`config.mk`:
```
export PLATFORM = sky130hd
export DESIGN_NAME = alu_seq_flat
export DESIGN_NICKNAME = d
export VERILOG_FILES = /design/src/rtl/alu_seq_if.sv /design/src/rtl/alu_seq.sv /design/src/flat_wrapper.sv
export SDC_FILE = /design/constraint.sdc
export NUM_CORES = 1
export LEC_CHECK = 0
export ABC_CLOCK_PERIOD_IN_PS = 3250
export BUFFER_PORTS_ARGS = -buffer_cell sky130_fd_sc_hd__buf_4
export CORE_MARGIN = 2
export CORE_UTILIZATION = 30
export CTS_CLUSTER_SIZE = 28
export DETAILED_ROUTE_END_ITERATION = 7
export GPL_TIMING_DRIVEN = 0
export PLACE_DENSITY_LB_ADDON = 0.2
export SYNTH_ARGS = -nofsm -noshare
export SYNTH_HDL_FRONTEND = slang
export SYNTH_SLANG_ARGS = --single-unit
export TNS_END_PERCENT = 20
```
`constraint.sdc`:
```
create_clock -name clk -period 3.25 [get_ports clk]
set_input_delay 0.65 -clock clk [delete_from_list [all_inputs] [get_ports clk]]
set_output_delay 0.65 -clock clk [all_outputs]
set_load 0.01 [all_outputs]
```
`src/rtl/alu_seq_if.sv`:
```
// Handshake and operand/result bundle for the alu_seq execute unit.
// The master drives operations and consumes results; the slave is the ALU.
interface alu_seq_if #(
    parameter int WIDTH = 64
);
    logic             in_valid;
    logic             in_ready;
    logic [3:0]       operation;
    logic [WIDTH-1:0] data1;
    logic [WIDTH-1:0] data2;
    logic             out_valid;
    logic             out_ready;
    logic [WIDTH-1:0] aluResult;
    logic             zero;

    modport master (
        output in_valid, operation, data1, data2, out_ready,
        input  in_ready, out_valid, aluResult, zero
    );

    modport slave (
        input  in_valid, operation, data1, data2, out_ready,
        output in_ready, out_valid, aluResult, zero
    );
endinterface

```
`src/rtl/alu_seq.sv`:
```
// alu_seq: multi-cycle EX-stage ALU with a valid/ready handshake on both sides.
// Define ALU_SEQ_MULDIV_EN to build iterative MUL/DIVU/REMU; otherwise those opcodes return 0.
module alu_seq #(
    parameter int WIDTH = 64
) (
    input  logic      clk,
    input  logic      reset,
    input  logic      flush,
    alu_seq_if.slave  bus
);
    localparam int CW = $clog2(WIDTH);

    localparam logic [3:0] OP_AND  = 4'b0000;
    localparam logic [3:0] OP_OR   = 4'b0001;
    localparam logic [3:0] OP_ADD  = 4'b0010;
    localparam logic [3:0] OP_XOR  = 4'b0011;
    localparam logic [3:0] OP_SLL  = 4'b0100;
    localparam logic [3:0] OP_SRL  = 4'b0101;
    localparam logic [3:0] OP_SUB  = 4'b0110;
    localparam logic [3:0] OP_SRA  = 4'b0111;
    localparam logic [3:0] OP_SLT  = 4'b1000;
    localparam logic [3:0] OP_SLTU = 4'b1001;
`ifdef ALU_SEQ_MULDIV_EN
    localparam logic [3:0] OP_MUL  = 4'b1100;
    localparam logic [3:0] OP_DIVU = 4'b1110;
    localparam logic [3:0] OP_REMU = 4'b1111;
`endif

    typedef enum logic [1:0] {
        IDLE = 2'd0,
        BUSY = 2'd1,
        DONE = 2'd2
    } state_t;

    state_t           state_reg;
    logic             out_valid_reg;
    logic [WIDTH-1:0] result_reg;
    logic [WIDTH-1:0] single_result;
    logic [CW-1:0]    shamt;
    logic             accept;

    assign shamt         = bus.data2[CW-1:0];
    assign bus.in_ready  = (state_reg == IDLE) || ((state_reg == DONE) && bus.out_ready);
    assign accept        = bus.in_valid && bus.in_ready;
    assign bus.out_valid = out_valid_reg;
    assign bus.aluResult = result_reg;
    assign bus.zero      = (result_reg == '0);

    // Everything that finishes in one cycle, including divide-by-zero results.
    always_comb begin
        single_result = '0;
        case (bus.operation)
            OP_AND:  single_result = bus.data1 & bus.data2;
            OP_OR:   single_result = bus.data1 | bus.data2;
            OP_ADD:  single_result = bus.data1 + bus.data2;
            OP_XOR:  single_result = bus.data1 ^ bus.data2;
            OP_SUB:  single_result = bus.data1 - bus.data2;
            OP_SLL:  single_result = bus.data1 << shamt;
            OP_SRL:  single_result = bus.data1 >> shamt;
            OP_SRA:  single_result = $signed(bus.data1) >>> shamt;
            OP_SLT:  single_result = {{(WIDTH-1){1'b0}}, ($signed(bus.data1) < $signed(bus.data2))};
            OP_SLTU: single_result = {{(WIDTH-1){1'b0}}, (bus.data1 < bus.data2)};
`ifdef ALU_SEQ_MULDIV_EN
            OP_DIVU: single_result = '1;
            OP_REMU: single_result = bus.data1;
`endif
            default: single_result = '0;
        endcase
    end

`ifdef ALU_SEQ_MULDIV_EN
    // acc: product / partial remainder; a: multiplicand / dividend-then-quotient;
    // b: multiplier / divisor.
    logic [WIDTH-1:0] acc_reg, a_reg, b_reg;
    logic [WIDTH-1:0] acc_next, a_next, b_next;
    logic [WIDTH:0]   trial;
    logic [CW-1:0]    count_reg;
    logic             div_reg;
    logic             rem_reg;
    logic             start_iter;

    assign start_iter = (bus.operation == OP_MUL) ||
                        (((bus.operation == OP_DIVU) || (bus.operation == OP_REMU)) &&
                         (bus.data2 != '0));

    always_comb begin
        acc_next = acc_reg;
        a_next   = a_reg;
        b_next   = b_reg;
        trial    = {acc_reg, a_reg[WIDTH-1]} - {1'b0, b_reg};
        if (div_reg) begin
            // Borrow out of the trial subtraction means the divisor did not fit.
            a_next   = {a_reg[WIDTH-2:0], ~trial[WIDTH]};
            acc_next = trial[WIDTH] ? {acc_reg[WIDTH-2:0], a_reg[WIDTH-1]} : trial[WIDTH-1:0];
        end else begin
            acc_next = acc_reg + (b_reg[0] ? a_reg : '0);
            a_next   = a_reg << 1;
            b_next   = b_reg >> 1;
        end
    end
`endif

    always_ff @(posedge clk or posedge reset) begin
        if (reset) begin
            state_reg     <= IDLE;
            out_valid_reg <= 1'b0;
            result_reg    <= '0;
`ifdef ALU_SEQ_MULDIV_EN
            count_reg     <= '0;
            acc_reg       <= '0;
            a_reg         <= '0;
            b_reg         <= '0;
            div_reg       <= 1'b0;
            rem_reg       <= 1'b0;
`endif
        end else if (flush) begin
            state_reg     <= IDLE;
            out_valid_reg <= 1'b0;
`ifdef ALU_SEQ_MULDIV_EN
            count_reg     <= '0;
`endif
        end else begin
            case (state_reg)
`ifdef ALU_SEQ_MULDIV_EN
                BUSY: begin
                    acc_reg   <= acc_next;
                    a_reg     <= a_next;
                    b_reg     <= b_next;
                    count_reg <= count_reg + CW'(1);
                    if (count_reg == CW'(WIDTH - 1)) begin
                        state_reg     <= DONE;
                        out_valid_reg <= 1'b1;
                        count_reg     <= '0;
                        result_reg    <= (div_reg && !rem_reg) ? a_next : acc_next;
                    end
                end
`endif
                default: begin
                    if (accept) begin
`ifdef ALU_SEQ_MULDIV_EN
                        if (start_iter) begin
                            state_reg     <= BUSY;
                            out_valid_reg <= 1'b0;
                            count_reg     <= '0;
                            div_reg       <= bus.operation[1];
                            rem_reg       <= bus.operation[0];
                            acc_reg       <= '0;
                            a_reg         <= bus.data1;
                            b_reg         <= bus.data2;
                        end else
`endif
                        begin
                            result_reg    <= single_result;
                            state_reg     <= DONE;
                            out_valid_reg <= 1'b1;
                        end
                    end else if ((state_reg == DONE) && bus.out_ready) begin
                        state_reg     <= IDLE;
                        out_valid_reg <= 1'b0;
                    end
                end
            endcase
        end
    end
endmodule

```
`src/flat_wrapper.sv`:
```
// flat-port wrapper written by rule: the top's interface ports become plain ports
module alu_seq_flat 
#(
    parameter int WIDTH = 64
)
  (clk, reset, flush, bus_in_valid, bus_operation, bus_data1, bus_data2, bus_out_ready, bus_in_ready, bus_out_valid, bus_aluResult, bus_zero);
  alu_seq_if #(.WIDTH(WIDTH)) bus_i ();
  input  logic clk;
  input  logic reset;
  input  logic flush;
  input wire logic [$bits(bus_i.in_valid)-1:0] bus_in_valid;
  input wire logic [$bits(bus_i.operation)-1:0] bus_operation;
  input wire logic [$bits(bus_i.data1)-1:0] bus_data1;
  input wire logic [$bits(bus_i.data2)-1:0] bus_data2;
  input wire logic [$bits(bus_i.out_ready)-1:0] bus_out_ready;
  output wire logic [$bits(bus_i.in_ready)-1:0] bus_in_ready;
  output wire logic [$bits(bus_i.out_valid)-1:0] bus_out_valid;
  output wire logic [$bits(bus_i.aluResult)-1:0] bus_aluResult;
  output wire logic [$bits(bus_i.zero)-1:0] bus_zero;
  assign bus_i.in_valid = bus_in_valid;
  assign bus_i.operation = bus_operation;
  assign bus_i.data1 = bus_data1;
  assign bus_i.data2 = bus_data2;
  assign bus_i.out_ready = bus_out_ready;
  assign bus_in_ready = bus_i.in_ready;
  assign bus_out_valid = bus_i.out_valid;
  assign bus_aluResult = bus_i.aluResult;
  assign bus_zero = bus_i.zero;
  alu_seq #(.WIDTH(WIDTH)) u_core (.clk(clk), .reset(reset), .flush(flush), .bus(bus_i));
endmodule
```
Word level (Yosys, flattened, before mapping)
Cells that the tools add are included.
{ "classes": {"add_sub_neg": 2, "magnitude_cmp": 2, "n_eq_ne": 10, "shift": 3, "muxes": 7, "bitwise": 4, "reduce_logical": 8} }
{ "ops": {"columns": ["op", "count"], "rows": [
  ["case mux 64 bit (10 select lines)", 1],
  ["less-than comparator 64 bit", 2],
  ["adder 64 bit", 1],
  ["AND 64 bit", 1],
  ["logical NOT 64 bit", 1],
  ["OR 64 bit", 1],
  ["<< shifter 64 x 6 -> 64 bit", 1],
  [">> shifter 64 x 6 -> 64 bit", 1],
  [">>> shifter 64 x 6 -> 64 bit", 1],
  ["subtractor 64 bit", 1],
  ["XOR 64 bit", 1],
  ["equality test 4 x 3 -> 1 bit (second input constant)", 4],
  ["equality test 4 x 2 -> 1 bit (second input constant)", 2],
  ["equality test 4 bit (second input constant)", 2],
  ["2-to-1 mux 2 bit", 3],
  ["equality test 4 x 1 -> 1 bit (second input constant)", 1],
  ["logical NOT 4 bit", 1],
  ["2-to-1 mux 1 bit", 3],
  ["nonzero test 3 bit", 1],
  ["equality test 2 bit (second input constant)", 1],
  ["logical AND 1 bit", 2],
  ["logical NOT 2 bit", 1],
  ["AND reduction 2 bit", 1],
  ["logical OR 1 bit", 1],
  ["inverter 1 bit", 1]
]} }
{ "totals": {"regBits": 67, "in_bits": 137, "output_inout_bits": 67, "word_cells": 39} }

Longest topological paths before layout
{ "depth": {"ltp_word": 6, "mapped_depth": 18, "ltp_nobuf": 14} }

Worst setup path after synthesis
Ideal clock, no wire load.
{ "synth_timing": {"path_type": "input to register", "startpoint": "in bus_data2[3]", "endpoint": "reg u_core.result_reg[42], in the netlist u_core.bus.aluResult[42]", "setup_ns": 0.126, "arrival_time_ns": 4.195, "required_time_ns": 3.124, "path_slack_ns": -1.071, "stages": 17, "path_buffers": 4, "path_cell_list": "inv_2 -> buf_2 -> buf_2 -> clkbuf_1 -> buf_1 -> ha_1 -> a21oi_1 -> a211oi_1 -> nor3_1 -> a211o_1 -> nand2_1 -> a21oi_1 -> nor3_1 -> or3_1 -> nand3_1 -> a41oi_1 -> a221o_1"} }
{ "synth_between": {"elab_chain_len": 2, "elab_cells_between_ends": 6, "classes_between": "2 x add/sub; 3 x shift; 1 x mux"} }
{ "synth_lines": {"columns": ["element", "line_no", "rtl"], "rows": [
  ["start: declaration", "flat_wrapper.sv:14", "input wire logic [$bits(bus_i.data2)-1:0] bus_data2;"],
  ["subtractor 64 bit, or another cell as far along", "alu_seq.sv:57", "OP_SUB: single_result = bus.data1 - bus.data2;"],
  ["case mux 64 bit (10 select lines) (*)", "alu_seq.sv:52", "case (bus.operation)"],
  ["end signal: assignment", "alu_seq.sv:153", "result_reg <= single_result;"],
  ["end: declaration", "alu_seq.sv:37", "logic [WIDTH-1:0] result_reg;"]
]} }
Mark *: on every way between the ends. The rest lies on a longest branch, timed or not.
A chain may end at the register's enable or synchronous reset.

Worst setup path in the final report
{ "layout_timing": {"startpoint": "in bus_data2[3]", "endpoint": "reg u_core.result_reg[51], in the netlist u_core.bus.aluResult[51]"} }
Same word-level chain as after synthesis.

==> results.sh <==
export IMPL_largest_register_ffs=64
export IMPL_report_final_slew_viol_count=0
export IMPL_path_max_fanout=10
export IMPL_fin_hold_ws_ps=363.8
export IMPL_skew_ps=7.341
export IMPL_dp_cells=4489
export IMPL_drt_pass1_iterations=8
export IMPL_pwr_share_seq_pct=11.9
export IMPL_ant_nets=0
export IMPL_drt_wirelength_per_cell_um=42.81
export IMPL_setup_viol=64
export IMPL_fin_ws_ps=-623.7
export IMPL_synthTopCellsByArea="ha_1 11%, a21oi_1 9.5%, mux4_2 8.2%"
export IMPL_coreArea_mm2=0.07470
export IMPL_r2r_start="u_core.bus.out_valid"
export IMPL_tritoncts="built"
export IMPL_cts_root_buffer="clkbuf_16"
export IMPL_synth_fp_nets=3652
export IMPL_synth_top_area_share_pct=11.03
export IMPL_p_switching_w=0.005067
export IMPL_die_width_um=279.0
export IMPL_max_freq_mhz=258.1
export IMPL_grt_max_degree=40
export IMPL_worst_ep_arrival_time_ps=4070
export IMPL_worstSetupEndpointType="flop"
export IMPL_max_stage_delay_ps=550
export IMPL_synth_top_area_cell="ha_1"
export IMPL_wirelength_um=198300
export IMPL_drt_iter0_markers=5171
export IMPL_async_flop_share_pct=100.0
export IMPL_r2r_slack_ps=10
export IMPL_clock_latency_ps=350
export IMPL_top_layer="met5"
export IMPL_leakagePower_nw=12.51
export IMPL_reg2reg_depth=10
export IMPL_final_util_pct=41.09
export IMPL_yosysMostFrequentCell="a21oi_1"
export IMPL_area_growth_pct=35.27
export IMPL_fp_dieArea_mm2=0.07784
export IMPL_n_fill_cell=8037
export IMPL_p_clk_share_pct=12.3
export IMPL_fin_crit_ps=3874
export IMPL_antenna_found_initial=15
export IMPL_layout_drive_gt1_share_pct=30.38
export IMPL_grt_overflow_total=0
export IMPL_peakVddDrop_v=0.0003115
export IMPL_clockBufferDepth=2
export IMPL_io_pin_count=204
export IMPL_dpl_instance_area_mm2=0.02586
export IMPL_synth_seq_cells=65
export IMPL_grt_usage_pct=48.85
export IMPL_total_power_w=0.008897
export IMPL_avgSynthCellArea_um2=6.848
export IMPL_rows=100
export IMPL_violations="negative setup slack"
export IMPL_power_density_mw_per_mm2=289.9
export IMPL_post_route_drc_count=0
export IMPL_yosysSeqAreaShare_pct=7.170
export IMPL_hold_violations=0
export IMPL_worst_ep_required_time_ps=3450
export IMPL_place_hpwl_um=161100
export IMPL_first_global_vias=29710
export IMPL_slew_headroom_pct=2.885
export IMPL_met2_length_um=78620
export IMPL_synthDistinctLibCells=109
export IMPL_synth_edf_count=0
export IMPL_path_class="in2reg"
export IMPL_grt_pass1_wl_um=261500
export IMPL_worstMarginPinSlew_ps=1451
export IMPL_synth_warning_count=0
export IMPL_synthTopCellsByCount="431 x a21oi_1, 428 x nor2_1, 297 x nand2_1"
export IMPL_clk_pin_slew_ps=70
export IMPL_io_buffers=201
export IMPL_synthFlopType="dfrtp_1"
export IMPL_stdcell_count=4633
export IMPL_maxCapViolations=0
export IMPL_synth_cells=3313
export IMPL_h_tree_depth=3
export IMPL_drt_met1_wl_um=77330
export IMPL_r2r_end="u_core.bus.aluResult[26]"
export IMPL_hold_class="in2async"
export IMPL_critPathLaunchType="primary input"
export IMPL_layout_nets=3988
export IMPL_post_route_cell_area_mm2=0.03069
export IMPL_rsz0062_at_grt="true"
export IMPL_cp_cell_sequence="buf_12 -> inv_12 -> buf_4 -> buf_2 -> clkbuf_2 -> mux2i_1 -> nor2_1 -> nor2_2 -> o21ai_0 -> a221oi_2 -> o21ai_0 -> a221oi_2 -> a31oi_1"
export IMPL_via_per_inst=7.055
export IMPL_period_share_pct=119.2
export IMPL_intPower_w=0.003829
export IMPL_wl_met3_um=26970
export IMPL_start_util_pct=30.37
export IMPL_cts_buffers=9
export IMPL_num_vias=32690
export IMPL_die_y_um=279.0
export IMPL_status="finished, violations left"
export IMPL_syn_area_mm2=0.02269
export IMPL_cpMaxStageDelayCell="clkbuf_2"
export IMPL_clock_sinks=65
export IMPL_p_comb_share_pct=75.8
export IMPL_p_sw_share_pct=56.96
export IMPL_gp_congestion=1.073
-- critical path, delay by kind of cell --
family,cells,cell delay [ps]
AO/OA/AOI/OAI,5,1460
buffers and inverters,5,1240
AND/OR/NAND/NOR,2,370
multiplexers,1,320
-- layout by cell type, fill, tap and decap left out, types with 24 or more instances in the layout --
cell	count
a211oi_1	43
a21o_1	41
a21oi_1	339
a21oi_2	70
a21oi_4	26
a221o_1	25
buf_12	30
buf_2	25
buf_4	322
buf_6	39
clkbuf_1	55
clkbuf_2	67
dfrtp_1	65
ha_1	181
inv_1	189
mux2_2	24
mux2i_1	94
mux4_2	83
nand2_1	287
nand3_1	53
nand4_1	37
nor2_1	391
nor2_2	25
nor3_1	46
nor4_1	40
o211ai_1	37
o21ai_0	177
o21ai_1	56
o21ai_2	29
o21bai_1	40
o22ai_1	40
o31ai_1	24
-- timing repair --
action | CTS | global route
pin swaps | 109 | 93
gates resized for setup | 650 | 267
setup endpoints to repair | 64 | 64
gates cloned | 0 | 0
setup buffers | 88 | 45
hold buffers | 0 | 0
-- metal layers --
metal	GRT usage [%]	up-vias
met2	69.03	2830
li1	-	13030
met1	63.66	16180
met5	0	-
met4	28.08	8
met3	17.50	643
-- cells by family (layout without fill, tap and decap cells) --
kind of cell	count (synthesis)	after routing	synth area share, %
other	0	10	0
AND/OR/NAND/NOR	1062	1062	20.86
AO/OA/AOI/OAI	1267	1267	35.93
buffers and inverters	467	808	8.769
multiplexers	233	233	15.40
adder cells (fa/ha/maj)	202	202	11.21
flip-flops	65	65	7.170
XOR/XNOR	17	17	0.6563
-- stage by stage --
stage | setup TNS (ps) | setup slack (ps)
after floorplan | -7916 | -387.0
after global placement | -138890 | -2918
after detailed placement | -128430 | -2693
after CTS | -19720 | -621.6
after global routing | -21920 | -570.9
final | -24450 | -623.7
-- power by group through the flow --
stage	clock, W	combinational [W]	sequential [W]
floorplan	0	0.00284	0.00107
global placement	0	0.00545	0.00107
detailed placement	0	0.00540	0.00107
CTS	0.00111	0.00610	0.00106
global route	0.00115	0.00680	0.00107
finish	0.00109	0.00674	0.00106
-- area by class of cell --
class	count	area (µm²)	share of cell area [%]
multi-input cells	2781	21850	71.21
inverters	208	863.3	2.813
repair buffers	339	2838	9.247
flip-flops and latches	65	1627	5.300
clock inverters	7	102.6	0.3343
well taps	969	1212	3.951
clock buffers	9	225.2	0.7339
diodes	10	25.02	0.08154
plain buffers	245	1943	6.332
-- worst max path at each step --
stage	slack, ps	start	endpoint	depth (start not counted)
floorplan	-390	bus_data2[5]	u_core.bus.aluResult[33]	17
global placement	-2920	bus_data2[3]	u_core.bus.aluResult[42]	9
detailed placement	-2690	bus_data2[2]	u_core.bus.aluResult[51]	12
CTS	-620	bus_data2[3]	u_core.bus.aluResult[45]	20
global route	-570	bus_data1[22]	u_core.bus.aluResult[60]	16
finish	-620	bus_data2[3]	u_core.bus.aluResult[51]	13
(Power assumes the default switching activity.)
